--- src/rtl/avmm_downscale_host_if.sv ---
// Avalon-MM register bus between the host engine (master) and the downscaler
// register slave; no waitrequest, fixed read latency.
interface avmm_downscale_host_if;
    logic        avm_read;
    logic        avm_write;
    logic [7:0]  avm_address;
    logic [31:0] avm_writedata;
    logic [31:0] avm_readdata;

    modport master (
        output avm_read, avm_write, avm_address, avm_writedata,
        input  avm_readdata
    );
    modport slave (
        input  avm_read, avm_write, avm_address, avm_writedata,
        output avm_readdata
    );
endinterface

--- src/rtl/avmm_downscale_host.sv ---
// Avalon-MM host engine: configures the downscaler, loads the source image,
// starts it, polls for completion, streams back the result and reads PERF.
//
// state     | meaning
// ----------+----------------------------------------------
// IDLE      | waiting for cmd_start
// CFG_X     | write XRATIO
// CFG_Y     | write YRATIO
// LD_ADDR   | write WADDR = pix
// LD_WAIT   | wait for a source pixel (in_ready high)
// LD_DATA   | write WDATA = pixel, advance pix
// START     | write CTRL = 1
// POLL      | read STATUS
// P_WAIT    | wait read latency, decide done / timeout / retry
// P_GAP     | idle between polls
// RB_ADDR   | write WADDR = pix
// RB_RD     | read RDATA
// RB_WAIT   | wait read latency, capture result byte
// RB_OUT    | present result byte until sink accepts it
// PERF      | read PERF
// PF_WAIT   | wait read latency, capture perf_cycles
// FIN       | one-cycle done pulse
module avmm_downscale_host #(
    parameter int IMG_W    = 512,
    parameter int IMG_H    = 512,
    parameter int AW       = 18,
    parameter int RD_LAT   = 1,
    parameter int POLL_GAP = 16,
    parameter int POLL_MAX = 1048576
) (
    input  logic                  clk,
    input  logic                  rst,
    input  logic                  cmd_start,
    input  logic [31:0]           cmd_xratio,
    input  logic [31:0]           cmd_yratio,
    input  logic [AW-1:0]         cmd_out_count,
    input  logic                  in_valid,
    input  logic [7:0]            in_data,
    output logic                  in_ready,
    output logic                  out_valid,
    output logic [7:0]            out_data,
    input  logic                  out_ready,
    output logic                  busy,
    output logic                  done,
    output logic                  error,
    output logic [31:0]           perf_cycles,
    avmm_downscale_host_if.master avm
);

    localparam logic [7:0] REG_CTRL   = 8'd0;
    localparam logic [7:0] REG_XRATIO = 8'd1;
    localparam logic [7:0] REG_YRATIO = 8'd2;
    localparam logic [7:0] REG_WADDR  = 8'd3;
    localparam logic [7:0] REG_WDATA  = 8'd4;
    localparam logic [7:0] REG_RDATA  = 8'd5;
    localparam logic [7:0] REG_STATUS = 8'd6;
    localparam logic [7:0] REG_PERF   = 8'd7;

    localparam int TMAX = (RD_LAT > POLL_GAP) ? RD_LAT : POLL_GAP;
    localparam int TW   = (TMAX < 2) ? 1 : $clog2(TMAX);
    localparam int PW   = $clog2(POLL_MAX + 1);

    localparam logic [AW-1:0] LAST_PIX = AW'(IMG_W * IMG_H - 1);
    localparam logic [TW-1:0] LAT_LD   = TW'(RD_LAT - 1);
    localparam logic [TW-1:0] GAP_LD   = TW'(POLL_GAP - 1);
    localparam logic [PW-1:0] POLL_LD  = PW'(POLL_MAX);

    typedef enum logic [4:0] {
        S_IDLE, S_CFG_X, S_CFG_Y, S_LD_ADDR, S_LD_WAIT, S_LD_DATA, S_START,
        S_POLL, S_P_WAIT, S_P_GAP, S_RB_ADDR, S_RB_RD, S_RB_WAIT, S_RB_OUT,
        S_PERF, S_PF_WAIT, S_FIN
    } state_t;

    state_t          state, state_nx;
    logic [AW-1:0]   pix;
    logic [AW-1:0]   cnt_q;
    logic [31:0]     xratio_q, yratio_q;
    logic [7:0]      pix_byte;
    logic [7:0]      out_q;
    logic [TW-1:0]   tmr;
    logic [PW-1:0]   polls_left;

    always_ff @(posedge clk or posedge rst) begin
        if (rst) state <= S_IDLE;
        else     state <= state_nx;
    end

    always_comb begin
        state_nx          = state;
        avm.avm_read      = 1'b0;
        avm.avm_write     = 1'b0;
        avm.avm_address   = 8'd0;
        avm.avm_writedata = 32'd0;
        in_ready          = 1'b0;
        out_valid         = 1'b0;
        done              = 1'b0;
        busy              = (state != S_IDLE);
        case (state)
            S_IDLE:    if (cmd_start) state_nx = S_CFG_X;
            S_CFG_X: begin
                avm.avm_write     = 1'b1;
                avm.avm_address   = REG_XRATIO;
                avm.avm_writedata = xratio_q;
                state_nx          = S_CFG_Y;
            end
            S_CFG_Y: begin
                avm.avm_write     = 1'b1;
                avm.avm_address   = REG_YRATIO;
                avm.avm_writedata = yratio_q;
                state_nx          = S_LD_ADDR;
            end
            S_LD_ADDR: begin
                avm.avm_write     = 1'b1;
                avm.avm_address   = REG_WADDR;
                avm.avm_writedata = 32'(pix);
                state_nx          = S_LD_WAIT;
            end
            S_LD_WAIT: begin
                in_ready = 1'b1;
                if (in_valid) state_nx = S_LD_DATA;
            end
            S_LD_DATA: begin
                avm.avm_write     = 1'b1;
                avm.avm_address   = REG_WDATA;
                avm.avm_writedata = {24'd0, pix_byte};
                state_nx          = (pix == LAST_PIX) ? S_START : S_LD_ADDR;
            end
            S_START: begin
                avm.avm_write     = 1'b1;
                avm.avm_address   = REG_CTRL;
                avm.avm_writedata = 32'd1;
                state_nx          = S_POLL;
            end
            S_POLL: begin
                avm.avm_read    = 1'b1;
                avm.avm_address = REG_STATUS;
                state_nx        = S_P_WAIT;
            end
            S_P_WAIT: begin
                // Done wins over timeout when the final permitted poll sees it set.
                if (tmr == '0) begin
                    if (avm.avm_readdata[0])   state_nx = S_RB_ADDR;
                    else if (polls_left == '0) state_nx = S_FIN;
                    else                       state_nx = S_P_GAP;
                end
            end
            S_P_GAP:   if (tmr == '0) state_nx = S_POLL;
            S_RB_ADDR: begin
                avm.avm_write     = 1'b1;
                avm.avm_address   = REG_WADDR;
                avm.avm_writedata = 32'(pix);
                state_nx          = S_RB_RD;
            end
            S_RB_RD: begin
                avm.avm_read    = 1'b1;
                avm.avm_address = REG_RDATA;
                state_nx        = S_RB_WAIT;
            end
            S_RB_WAIT: if (tmr == '0) state_nx = S_RB_OUT;
            S_RB_OUT: begin
                out_valid = 1'b1;
                if (out_ready) state_nx = (pix == cnt_q - AW'(1)) ? S_PERF : S_RB_ADDR;
            end
            S_PERF: begin
                avm.avm_read    = 1'b1;
                avm.avm_address = REG_PERF;
                state_nx        = S_PF_WAIT;
            end
            S_PF_WAIT: if (tmr == '0) state_nx = S_FIN;
            S_FIN: begin
                done     = 1'b1;
                state_nx = S_IDLE;
            end
            default:   state_nx = S_IDLE;
        endcase
    end

    assign out_data = out_q;

    always_ff @(posedge clk or posedge rst) begin
        if (rst) begin
            pix         <= '0;
            cnt_q       <= '0;
            xratio_q    <= '0;
            yratio_q    <= '0;
            pix_byte    <= '0;
            out_q       <= '0;
            tmr         <= '0;
            polls_left  <= '0;
            error       <= 1'b0;
            perf_cycles <= '0;
        end else begin
            case (state)
                S_IDLE: if (cmd_start) begin
                    xratio_q   <= cmd_xratio;
                    yratio_q   <= cmd_yratio;
                    cnt_q      <= cmd_out_count;
                    pix        <= '0;
                    polls_left <= POLL_LD;
                    error      <= 1'b0;
                end
                S_LD_WAIT: if (in_valid) pix_byte <= in_data;
                S_LD_DATA: if (pix != LAST_PIX) pix <= pix + AW'(1);
                S_POLL: begin
                    tmr        <= LAT_LD;
                    polls_left <= polls_left - PW'(1);
                end
                S_P_WAIT: begin
                    if (tmr != '0)                 tmr   <= tmr - TW'(1);
                    else if (avm.avm_readdata[0])  pix   <= '0;
                    else if (polls_left == '0)     error <= 1'b1;
                    else                           tmr   <= GAP_LD;
                end
                S_P_GAP:  if (tmr != '0) tmr <= tmr - TW'(1);
                S_RB_RD, S_PERF: tmr <= LAT_LD;
                S_RB_WAIT: begin
                    if (tmr != '0) tmr   <= tmr - TW'(1);
                    else           out_q <= avm.avm_readdata[7:0];
                end
                S_RB_OUT: if (out_ready && (pix != cnt_q - AW'(1))) pix <= pix + AW'(1);
                S_PF_WAIT: begin
                    if (tmr != '0) tmr         <= tmr - TW'(1);
                    else           perf_cycles <= avm.avm_readdata;
                end
                default: ;
            endcase
        end
    end

endmodule

--- src/flat_wrapper.sv ---
// flat-port wrapper written by rule: the top's interface ports become plain ports
module avmm_downscale_host_flat 
#(
    parameter int IMG_W    = 512,
    parameter int IMG_H    = 512,
    parameter int AW       = 18,
    parameter int RD_LAT   = 1,
    parameter int POLL_GAP = 16,
    parameter int POLL_MAX = 1048576
)
  (clk, rst, cmd_start, cmd_xratio, cmd_yratio, cmd_out_count, in_valid, in_data, in_ready, out_valid, out_data, out_ready, busy, done, error, perf_cycles, avm_avm_read, avm_avm_write, avm_avm_address, avm_avm_writedata, avm_avm_readdata);
  avmm_downscale_host_if avm_i ();
  input  logic clk;
  input  logic rst;
  input  logic cmd_start;
  input  logic [31:0] cmd_xratio;
  input  logic [31:0] cmd_yratio;
  input  logic [AW-1:0] cmd_out_count;
  input  logic in_valid;
  input  logic [7:0] in_data;
  output logic in_ready;
  output logic out_valid;
  output logic [7:0] out_data;
  input  logic out_ready;
  output logic busy;
  output logic done;
  output logic error;
  output logic [31:0] perf_cycles;
  output wire logic [$bits(avm_i.avm_read)-1:0] avm_avm_read;
  output wire logic [$bits(avm_i.avm_write)-1:0] avm_avm_write;
  output wire logic [$bits(avm_i.avm_address)-1:0] avm_avm_address;
  output wire logic [$bits(avm_i.avm_writedata)-1:0] avm_avm_writedata;
  input wire logic [$bits(avm_i.avm_readdata)-1:0] avm_avm_readdata;
  assign avm_avm_read = avm_i.avm_read;
  assign avm_avm_write = avm_i.avm_write;
  assign avm_avm_address = avm_i.avm_address;
  assign avm_avm_writedata = avm_i.avm_writedata;
  assign avm_i.avm_readdata = avm_avm_readdata;
  avmm_downscale_host #(.IMG_W(IMG_W), .IMG_H(IMG_H), .AW(AW), .RD_LAT(RD_LAT), .POLL_GAP(POLL_GAP), .POLL_MAX(POLL_MAX)) u_core (.clk(clk), .rst(rst), .cmd_start(cmd_start), .cmd_xratio(cmd_xratio), .cmd_yratio(cmd_yratio), .cmd_out_count(cmd_out_count), .in_valid(in_valid), .in_data(in_data), .in_ready(in_ready), .out_valid(out_valid), .out_data(out_data), .out_ready(out_ready), .busy(busy), .done(done), .error(error), .perf_cycles(perf_cycles), .avm(avm_i));
endmodule
--- config.mk ---
export PLATFORM = sky130hd
export DESIGN_NAME = avmm_downscale_host_flat
export DESIGN_NICKNAME = d
export VERILOG_FILES = /design/src/rtl/avmm_downscale_host_if.sv /design/src/rtl/avmm_downscale_host.sv /design/src/flat_wrapper.sv
export SDC_FILE = /design/constraint.sdc
export NUM_CORES = 1
export LEC_CHECK = 0
export ABC_CLOCK_PERIOD_IN_PS = 5900
export BUFFER_PORTS_ARGS = -buffer_cell sky130_fd_sc_hd__buf_2
export CORE_MARGIN = 5
export CORE_UTILIZATION = 54
export DETAILED_ROUTE_END_ITERATION = 8
export PLACE_DENSITY = 0.8
export SLEW_MARGIN = 20
export SYNTH_ARGS = -nofsm -noshare
export SYNTH_HDL_FRONTEND = slang
export SYNTH_SLANG_ARGS = --single-unit
--- constraint.sdc ---
create_clock -name clk -period 5.9 [get_ports clk]
set_clock_uncertainty 0.05 [all_clocks]
set_input_delay 0.295 -clock clk [delete_from_list [all_inputs] [get_ports clk]]
set_output_delay 0.295 -clock clk [all_outputs]
set_load 0.005 [all_outputs]
==> out/metrics.yaml <==
sta:
  fin_hold_ws_ns: 0.0436
  setup-tns-final_ns: 0
  max_freq_mhz: 275
  rsz0062_at_grt: "false"
  fin_crit_ns: 3.63
  relSlewSlack_pct: 38.6
  worst_slack_ns: 2.27
  hold_viol: 0
  fin_crit_sh_pct: 61.5
  slew_viol_final: 0
  tightest_slew_ns: 0.921
  setup_viol: 0
global_route:
  grt_first_pass_wirelength_um: 35600
  antenna_found_initial: 0
  grt_max_degree: 109
  track_usage_pct: 22.5
  first_global_vias: 7074
  gr-total-overflow: 0
cells_and_area:
  num_antenna_cells: 0
  instances_no_fill: 1225
  syn_to_final_growth_pct: 20.1
  drive_gt1_share_pct: 40.2
  nNetsFinal: 1123
setup_path:
  critPathCaptureType: "output pin"
  cp.required_ns: 5.56
  crit_path_cell_trace: "nor2b_1 -> nand2b_1 -> nor2_1 -> a22oi_1 -> nand2_1 -> buf_2"
  crit_fanout: 28
  path_buf_inv: 1
  crit_path_start_kind: "register"
  critPathSlowestCell: "dfrtp_1"
  arrival_ns: 3.29
  critPathMaxStageDelay_ns: 0.89
  crit_family: "simple AND/OR/NAND/NOR gates"
  path_class: "register to output pin"
logic_synthesis:
  yosysWarnings: 0
  synth_seq_cells: 179
  synth-edff-count: 0
  synth_cell_types: 66
  synth_top_family_by_area: "multiplexers"
  syn_area_per_cell_um2: 11.1
  synth_compound_area_share_pct: 10.8
  muxShareOfSynthArea_pct: 16.6
  async_flop_share_pct: 100
  synth_top_cell_area_share_pct: 50.2
  yosys-top-cells-area: "dfrtp_1 (50%), mux2_2 (16%), nand2_1 (2.6%)"
  synth_ff_type: "dfrtp_1"
  synth-xor-area-share_pct: 4.12
  synth_area_um2: 8930
  yosysTopAreaCell: "dfrtp_1"
  synthSimpleGateAreaFrac_pct: 14.2
  yosysSeqAreaShare_pct: 50.2
  synth-adder-area-share_pct: 0.561
  syn_inst: 803
placement:
  hpwl_um: 15500
  routabilityCongestion: 0.888
  dp.cells: 1191
  place_ws_ns: 2.58
  io_buffers: 208
pwr:
  power_frac_comb_pct: 37.3
  p_per_area_nw_per_um2: 495
  power.internal_mw: 3.42
  peakVddDrop_mv: 0.290
  p_leak_nw: 5.15
  switching_share_pct: 35.5
  p_sw_mw: 1.89
  p_total_mw: 5.30
  seqPwrFrac_pct: 40.9
  p_clk_share_pct: 21.8
drt:
  drc_errors: 0
  wirelength_um: 21700
  wl_per_cell_um: 17.7
  drtIter0Drc: 503
  drtPass1Iterations: 6
  via_per_inst: 5.70
  ant_nets: 0
  vias: 6977
clocking:
  clock_sinks: 179
  clockBufferDepth: 2
  numCtsBuffers: 17
  clkTransAtPathRegs_ns: 0.07
  post_cts_buffers: 0
  cts_tree: "built"
  root_buffer: "clkbuf_16"
  h-tree-depth: 4
  worstSkewPairLatency_ns: 0.43
floorplan:
  die_y_um: 139
  die_area_um2: 19200
  initial_core_util_pct: 54.4
  ios: 214
  core_area_um2: 16400
  die_w_um: 139
  num_rows: 47
worst_hold_path:
  hold_path_class: "input pin to register"
run:
  cap_viol_max_count: 0
outcome:
  status: "complete, no violations"
-- kinds of logic after synthesis --
logic type | Yosys count
compound gates | 135
other cells | 1
xor+xnor | 42
mux | 132
buf+inv | 67
fa+ha+maj | 4
flops | 179
simple gates | 243
-- registers in the layout, indices dropped and copies added (netlist names) --
| name | cells |
|---|---|
| u_core.pix_byte | 8 |
| u_core.cnt_q | 18 |
| u_core.tmr | 4 |
| u_core.pix | 18 |
| u_core.polls_left | 21 |
| u_core.yratio_q | 32 |
| u_core.error | 1 |
| u_core.state | 5 |
| u_core.perf_cycles | 32 |
| u_core.out_data | 8 |
| u_core.xratio_q | 32 |
-- per-stage QoR --
stage | cell area, µm² | util (%)
floorplan | 8940 | -
global placement | 10100 | 61.4
detailed placement | 10100 | 61.4
CTS | 10700 | 65.1
global route | 10700 | 65.3
finish | 10700 | 65.3
-- synthesized netlist by cell type, drive strengths merged (2+ instances only) --
master / count
a21oi: 22
or2: 4
o41ai: 4
nor4: 13
nor2b: 11
buf: 21
dfrtp: 179
inv: 16
or3: 18
nand2b: 4
o31ai: 9
nor2: 58
nand2: 62
clkbuf: 30
nor3b: 3
mux2i: 5
xor2: 18
a31oi: 2
and3: 15
nor4b: 2
nor3: 18
mux2: 127
ha: 4
and2: 3
a21o: 4
nand3: 12
nand4: 10
o21ai: 39
or4: 7
a211oi: 3
a22oi: 22
a221o: 2
a22o: 16
xnor2: 24
o22ai: 2
-- layer usage --
metal	share of wire, %	track usage [%]
met4	2.1	7.12
met2	50	37.8
met5	0	0
met1	42	29.2
met3	6.1	5.14
-- worst paths after layout --
check                                startpoint                      to  slack (ns)  cells past startpoint
min in group asynchronous                   rst     u_core.xratio_q[19]        0.31                      3
hold / removal             avm_avm_readdata[14]  u_core.perf_cycles[14]        0.04                      2
max in group asynchronous                   rst      u_core.out_data[1]        3.93                      5
setup reg to reg                u_core.state[0]          u_core.pix[15]        2.48                      6
setup / recovery                u_core.state[0]    avm_avm_writedata[4]        2.27                      6
hold reg to reg              u_core.out_data[0]      u_core.out_data[0]        0.44                      2
-- layout by cell type (no fill, tap or decap), types with 3 or more instances in the layout --
cell,netlist,final
nand2_1,62,62
o31ai_1,6,6
nand3_1,12,12
nor3_1,18,17
ha_1,4,4
o31ai_2,3,3
nor2b_1,11,11
nor4_1,10,9
o21ai_1,6,6
conb_1,1,5
mux2_2,127,127
inv_1,16,15
o21ai_0,30,30
o41ai_2,3,3
a21o_1,4,4
a22oi_1,22,22
and3_1,15,14
clkbuf_8,0,3
clkinv_4,0,4
nor4_2,2,3
or3_1,16,16
nor2_1,58,57
nand4_1,10,10
clkbuf_16,0,17
a21oi_2,3,3
nand2b_1,4,4
o21ai_2,3,3
inv_6,0,5
or4_1,6,6
xor2_1,18,18
buf_4,5,7
mux2i_1,5,5
buf_2,4,208
dfrtp_1,179,179
a22o_1,16,16
xnor2_1,24,24
and2_1,3,3
a211oi_1,3,3
a21oi_1,19,19
-- cell type report --
type / instances / area, µm²
fillers: 1297 / 5690
flip-flops and latches: 179 / 4480
multi-input cells: 561 / 4160
repair buffers: 217 / 1130
clock buffers: 21 / 470
well taps: 220 / 275
clock inverters: 11 / 138
inverters: 16 / 65.1
-- power groups by stage --
stage | clock network, mW | logic, mW | registers, mW
finish | 1.16 | 1.98 | 2.17
global route | 1.24 | 2.19 | 2.25
CTS | 1.17 | 1.99 | 2.17
detailed placement | 0 | 1.97 | 2.19
global placement | 0 | 1.92 | 2.15
floorplan | 0 | 1.47 | 2.03
-- timing repair --
item,in CTS,in global routing
hold buffers,0,1
resized for setup,0,0
endpoints found under the hold margin,0,25
Power figures use the tool's default switching activity.
